`src/rtl/spi_arb_pkg.sv`:
```
// Shared types and constants for the SPI bus arbiter.
// The WAIT-state timeout in spi_arb is enabled by defining SPI_TIMEOUT_EN.
package spi_arb_pkg;

  localparam int IDX_W = 2;

  typedef enum logic [2:0] {
    IDLE   = 3'd0,
    LAUNCH = 3'd1,
    WAIT   = 3'd2,
    DONE   = 3'd3,
    GAP    = 3'd4
  } state_t;

  localparam logic [2:0] SS_TRIG = 3'b000;
  localparam logic [2:0] SS_CH1  = 3'b001;
  localparam logic [2:0] SS_CH2  = 3'b010;
  localparam logic [2:0] SS_CH3  = 3'b011;
  localparam logic [2:0] SS_EEP  = 3'b100;

endpackage

```
`src/rtl/spi_arb_rr_pick.sv`:
```
// Combinational round-robin picker: the pending requester nearest after
// i_last in cyclic order wins.
module rr_pick
  import spi_arb_pkg::*;
#(
  parameter int NREQ = 3
) (
  input  logic [NREQ-1:0]  i_req,
  input  logic [IDX_W-1:0] i_last,
  output logic [NREQ-1:0]  o_gnt,
  output logic [IDX_W-1:0] o_idx,
  output logic             o_valid
);

  // Smallest cyclic distance from the last-granted index wins
  always_comb begin
    int   w_dist;
    int   w_best;
    logic w_cand;
    o_gnt   = '0;
    o_idx   = '0;
    o_valid = |i_req;
    w_best  = NREQ;
    w_dist  = 0;
    w_cand  = 1'b0;
    for (int j = 0; j < NREQ; j++) begin
      w_dist = j - int'(i_last) - 1;
      w_dist = (w_dist < 0) ? (w_dist + NREQ) : w_dist;
      w_cand = i_req[j] && (w_dist < w_best);
      w_best = w_cand ? w_dist : w_best;
      o_idx  = w_cand ? IDX_W'(j) : o_idx;
      o_gnt  = w_cand ? (NREQ'(1) << j) : o_gnt;
    end
  end

endmodule

```
`src/rtl/spi_arb.sv`:
```
// Round-robin arbiter/sequencer sharing one SPI master among NREQ requesters.
// Define SPI_TIMEOUT_EN to bound the WAIT state to TIMEOUT_CYC cycles.
module spi_arb
  import spi_arb_pkg::*;
#(
  parameter int NREQ        = 3,
  parameter int GAP_CYC     = 4,
  parameter int TIMEOUT_CYC = 4096
) (
  input  logic                 clk,
  input  logic                 rst,
  input  logic [NREQ-1:0]      req,
  input  logic [3*NREQ-1:0]    req_ss,
  input  logic [16*NREQ-1:0]   req_data,
  output logic [NREQ-1:0]      gnt,
  output logic [NREQ-1:0]      done,
  output logic                 err,
  output logic [7:0]           rd_data,
  output logic [2:0]           ss,
  output logic [15:0]          SPI_data,
  output logic                 wrt_SPI,
  input  logic                 SPI_done,
  input  logic [7:0]           EEP_data
);

  state_t           r_state, w_state_nxt;
  logic [NREQ-1:0]  r_gnt, w_gnt_nxt;
  logic [NREQ-1:0]  r_done, w_done_nxt;
  logic             r_err, w_err_nxt;
  logic             r_wrt, w_wrt_nxt;
  logic [2:0]       r_ss, w_ss_nxt;
  logic [15:0]      r_data, w_data_nxt;
  logic [7:0]       r_rd, w_rd_nxt;
  logic [IDX_W-1:0] r_last, w_last_nxt;
  logic [IDX_W-1:0] r_cur, w_cur_nxt;
  logic [3:0]       r_gap, w_gap_nxt;

  logic [NREQ-1:0]  w_pick_gnt;
  logic [IDX_W-1:0] w_pick_idx;
  logic             w_pick_valid;
  logic [2:0]       w_pick_ss;
  logic [15:0]      w_pick_data;
  logic             w_expired;

  rr_pick #(.NREQ(NREQ)) u_pick (
    .i_req   (req),
    .i_last  (r_last),
    .o_gnt   (w_pick_gnt),
    .o_idx   (w_pick_idx),
    .o_valid (w_pick_valid)
  );

  // One-hot mux of the winning requester's slave select and data word
  always_comb begin
    w_pick_ss   = '0;
    w_pick_data = '0;
    for (int j = 0; j < NREQ; j++) begin
      w_pick_ss   = w_pick_ss   | ({3{w_pick_gnt[j]}}  & req_ss[3*j +: 3]);
      w_pick_data = w_pick_data | ({16{w_pick_gnt[j]}} & req_data[16*j +: 16]);
    end
  end

`ifdef SPI_TIMEOUT_EN
  localparam int TW = (TIMEOUT_CYC > 2) ? $clog2(TIMEOUT_CYC) : 1;
  logic [TW-1:0] r_wcnt;

  // WAIT-cycle counter, cleared while launching so WAIT starts at zero
  always_ff @(posedge clk or posedge rst) begin
    if (rst) begin
      r_wcnt <= '0;
    end else if (r_state == LAUNCH) begin
      r_wcnt <= '0;
    end else if (r_state == WAIT) begin
      r_wcnt <= r_wcnt + TW'(1);
    end else begin
      r_wcnt <= r_wcnt;
    end
  end

  assign w_expired = (r_wcnt == TW'(TIMEOUT_CYC - 1));
`else
  logic w_unused_cfg;
  assign w_unused_cfg = (TIMEOUT_CYC > 0);
  assign w_expired    = 1'b0;
`endif

  // Next-state and next-output logic; outputs are computed one cycle ahead
  always_comb begin
    w_state_nxt = r_state;
    w_gnt_nxt   = r_gnt;
    w_done_nxt  = '0;
    w_err_nxt   = 1'b0;
    w_wrt_nxt   = 1'b0;
    w_ss_nxt    = r_ss;
    w_data_nxt  = r_data;
    w_rd_nxt    = r_rd;
    w_last_nxt  = r_last;
    w_cur_nxt   = r_cur;
    w_gap_nxt   = r_gap;
    case (r_state)
      IDLE: begin
        if (w_pick_valid) begin
          w_state_nxt = LAUNCH;
          w_gnt_nxt   = w_pick_gnt;
          w_ss_nxt    = w_pick_ss;
          w_data_nxt  = w_pick_data;
          w_cur_nxt   = w_pick_idx;
        end else begin
          w_state_nxt = IDLE;
        end
      end
      LAUNCH: begin
        w_wrt_nxt   = 1'b1;
        w_state_nxt = WAIT;
      end
      WAIT: begin
        // A completion on the expiry cycle takes priority over the timeout
        if (SPI_done) begin
          w_rd_nxt    = EEP_data;
          w_done_nxt  = r_gnt;
          w_gnt_nxt   = '0;
          w_state_nxt = DONE;
        end else if (w_expired) begin
          w_rd_nxt    = 8'hFF;
          w_err_nxt   = 1'b1;
          w_done_nxt  = r_gnt;
          w_gnt_nxt   = '0;
          w_state_nxt = DONE;
        end else begin
          w_state_nxt = WAIT;
        end
      end
      DONE: begin
        w_last_nxt  = r_cur;
        w_gap_nxt   = 4'(GAP_CYC - 1);
        w_state_nxt = GAP;
      end
      GAP: begin
        if (r_gap == 4'd0) begin
          w_state_nxt = IDLE;
        end else begin
          w_gap_nxt = r_gap - 4'd1;
        end
      end
      default: begin
        w_state_nxt = IDLE;
      end
    endcase
  end

  // State and output registers
  always_ff @(posedge clk or posedge rst) begin
    if (rst) begin
      r_state <= IDLE;
      r_gnt   <= '0;
      r_done  <= '0;
      r_err   <= 1'b0;
      r_wrt   <= 1'b0;
      r_ss    <= 3'b000;
      r_data  <= 16'h0000;
      r_rd    <= 8'h00;
      r_last  <= IDX_W'(NREQ - 1);
      r_cur   <= '0;
      r_gap   <= 4'd0;
    end else begin
      r_state <= w_state_nxt;
      r_gnt   <= w_gnt_nxt;
      r_done  <= w_done_nxt;
      r_err   <= w_err_nxt;
      r_wrt   <= w_wrt_nxt;
      r_ss    <= w_ss_nxt;
      r_data  <= w_data_nxt;
      r_rd    <= w_rd_nxt;
      r_last  <= w_last_nxt;
      r_cur   <= w_cur_nxt;
      r_gap   <= w_gap_nxt;
    end
  end

  assign gnt      = r_gnt;
  assign done     = r_done;
  assign err      = r_err;
  assign wrt_SPI  = r_wrt;
  assign ss       = r_ss;
  assign SPI_data = r_data;
  assign rd_data  = r_rd;

endmodule
```
`config.mk`:
```
export PLATFORM = sky130hd
export DESIGN_NAME = spi_arb
export DESIGN_NICKNAME = d
export VERILOG_FILES = /design/src/rtl/spi_arb_pkg.sv /design/src/rtl/spi_arb_rr_pick.sv /design/src/rtl/spi_arb.sv
export SDC_FILE = /design/constraint.sdc
export NUM_CORES = 1
export LEC_CHECK = 0
export ABC_AREA = 1
export BUFFER_PORTS_ARGS = -buffer_cell sky130_fd_sc_hd__buf_2
export CORE_MARGIN = 10
export CORE_UTILIZATION = 25
export DETAILED_ROUTE_END_ITERATION = 10
export PLACE_DENSITY = 0.47
export SYNTH_ARGS = -nofsm -noshare
export SYNTH_HDL_FRONTEND = slang
export SYNTH_SLANG_ARGS = --single-unit
```
`constraint.sdc`:
```
create_clock -name clk -period 4.85 [get_ports clk]
set_clock_uncertainty 0.1 [all_clocks]
set_input_delay 0.7275 -clock clk [delete_from_list [all_inputs] [get_ports clk]]
set_output_delay 0.7275 -clock clk [all_outputs]
set_load 0.03 [all_outputs]
```
==> reports/summary.txt <==
Finish-stage setup viols: 0
Pre-antenna DRT Iters: 4
Global-route wire length before repair: 17900 um
Num rows: 44
Final Max Slew Viols: 0
Starting density of the core: 25.8%
Worst relative slew slack: 38.3%
Fin crit share: 93.7%
Vias in the first global route: 3565
Root Driver: clkbuf_16
Synth Area in Compound Gates: 9.95%
Syn_nets: 580
Seq/Total Area, Yosys: 29.9%
Core area: 14600 um^2
CP most frequent cell: nand2_1
Final ANT Viol Nets: 0
Least-Margin Pin Slew: 0.924 ns
Worst hold path type: flop to flop
Syn. warnings: 0
Total of max-cap violations: 0
H-tree depth: 2
Gr ovfl total: 0
WL per Instance: 14.8 um
Die Ht: 143 um
Type of the worst setup path: flop to flop
Register bit total from synthesis: 45
Clk_lat worst skew: 0.29 ns
Antenna fix cells: 0
Worst Setup End Kind: flop
Post-Route Utilization: 33.4%
F_max: 220 MHz
CP startpoint kind: flop
Largest family of logic cells by synthesized area: simple AND/OR/NAND/NOR gates
Post-synthesis simple-gate area fraction: 28.6%
Max incr delay on CP: 0.53 ns
IO Port Bufs: 104
Area of the multi-input gates: 2470 um^2
Die area: 20400 um^2
Proportion of synthesized area in mux cells: 2.39%
Clock Path Buffers: 2
Minimum clock period: 4.54 ns
Num Clock Sinks: 45
Die Width: 143 um
Post-synthesis area per instance: 8.53 um^2
Outcome: finished, final reports clean
Worst-path cell with the longest stage delay: dfstp_2
Fraction of layout cells with a size suffix above 1: 37.7%
Post-Synth Adder-Cell Area: 22.8%
CP arrival: 4.62 ns
FF/Latch Area: 1130 um^2
Post-Synth XOR/XNOR Area: 0%
Pin count of the biggest net entering global routing: 46
CTS clock-pin slew for the worst setup and hold paths: 0.07 ns
Synthesized cell area: 3770 um^2
Post-DP HPWL: 8810 um
Via count: 3373
Ys flop type: dfrtp_1
Yosys cell types: 36
Tot GR Track Use: 10.7%
Post-Synthesis Cells: 442
CTS Buf Count: 5
Layout fillers: 1543
Drt via density: 4.52
CTS tree: built
Final hold vios: 0
Drt total wl: 11000 um
Number of flops mapped to enable cells by yosys: 0
Gpl congestion: 0.853
Layout net count: 699
FFs w/ async S/R, synth: 100%
Area Overhead vs Synth: 29.8%
Remaining DRCs: 0
Worst Path Required: 4.92 ns
I/O pin cnt: 106
Iter 0 DRT Violations: 122
Initial antenna violation count: 0
Worst Path Max Fanout: 8
## what timing repair did
action | in CTS | in global routing
endpoints found under the setup margin | 0 | 24
gates resized for setup | 0 | 24
hold buffers | 0 | 0
setup buffers | 0 | 9
## layout make-up
cell class | count | area share [%]
flip-flops and latches | 45 | 23.0
clock inverters | 2 | 0.792
repair buffers | 126 | 15.1
inverters | 42 | 3.27
clock buffers | 6 | 2.63
well taps | 184 | 4.70
multi-input cells | 341 | 50.5
## layout by cell type, fill, tap and decap left out, types with 4 or more instances in the layout
cell       count
nor3_1         4
inv_1         37
a21boi_0       4
nand3_2       13
mux2_2         8
nor2_1        29
o21ai_0       13
or2_2         10
ha_1          61
a21oi_1       13
nand2_2       15
dfrtp_1       44
a21boi_2       9
buf_4         16
buf_2        104
nand4_1       24
nand2_1       84
nand3_1       22
clkbuf_16      6
inv_2          4
## flip-flops by register name, indices dropped and copies added, names as in the netlist
name      flops
SPI_data     16
rd_data       8
r_gap         4
done          3
gnt           3
r_state       3
ss            3
r_cur         2
r_last        2
wrt_SPI       1
## routing by layer
metal	global-route usage, %	vias up	wire, um
li1	-	1732	-
met1	12.9	1550	4890
met2	17.9	85	5250
met3	3.62	6	763
met4	2.93	0	112
met5	0	-	0
## cells by family after synthesis
group	count (synthesis)
and+or+nand+nor	211
adders and majority gates	67
buffers and inverters	56
AOI/OAI and AO/OA	54
DFF	45
muxes	8
other	1
## stage by stage
stage                     instance area (um^2)  setup WS (ns)  std cells  setup TNS, ns  hold WS, ns
after floorplan                           3770          0.163        442              0        0.331
after global placement                    4560          0.266        728              0        0.354
after detailed placement                  4560         0.0731        728              0        0.356
after CTS                                 4720         0.0449        736              0        0.364
after global routing                      4900        -0.0259        746         -0.150        0.404
final                                     4900          0.307        746              0        0.360
## cell usage after synthesis, types with 2 or more instances
master / n / area, um^2
nand3_1: 22 / 110
nand2_1: 88 / 330
inv_1: 39 / 146
o21ai_2: 2 / 17.5
a21boi_2: 9 / 101
o21ai_0: 14 / 70.1
mux2_2: 8 / 90.1
dfrtp_1: 44 / 1100
buf_4: 2 / 15.0
clkbuf_1: 9 / 33.8
a211oi_1: 4 / 30.0
nand2_2: 13 / 81.3
a21boi_0: 5 / 37.5
o311ai_0: 2 / 17.5
nor3_1: 5 / 25.0
inv_2: 2 / 7.51
buf_6: 2 / 22.5
or2_2: 11 / 68.8
fa_1: 3 / 60.1
nand3_4: 2 / 35.0
nand4_1: 24 / 150
ha_1: 64 / 801
a21oi_1: 14 / 70.1
nor2_1: 29 / 109
nand3_2: 14 / 140
## path summary, 6_finish.rpt
kind / startpoint / end / slack, ns / cells past startpoint
setup / recovery: r_last[1]$_DFFE_PP1P_ / ss[2]$_DFFE_PP0P_ / 0.31 / 29
setup reg to reg: r_last[1]$_DFFE_PP1P_ / ss[2]$_DFFE_PP0P_ / 0.31 / 29
min in group asynchronous: rst / r_state[2]$_DFFE_PP0P_ / 0.54 / 2
max in group asynchronous: rst / SPI_data[8]$_DFFE_PP0P_ / 3.53 / 2
hold reg to reg: r_gap[3]$_DFFE_PP0P_ / r_gap[3]$_DFFE_PP0P_ / 0.36 / 1
hold / removal: r_gap[3]$_DFFE_PP0P_ / r_gap[3]$_DFFE_PP0P_ / 0.36 / 1
## critical path: cells and delay by family, from the launching register on
kind	cells	cell delay [ns]
AND/OR/NAND/NOR	14	1.24
AO/OA/AOI/OAI	4	0.56
buffers and inverters	7	0.86
flip-flops	1	0.53
adder cells (fa/ha/maj)	4	1.12
Power is not shown: default switching activity piles up to over one toggle a cycle in this logic, so the estimate is an artifact.
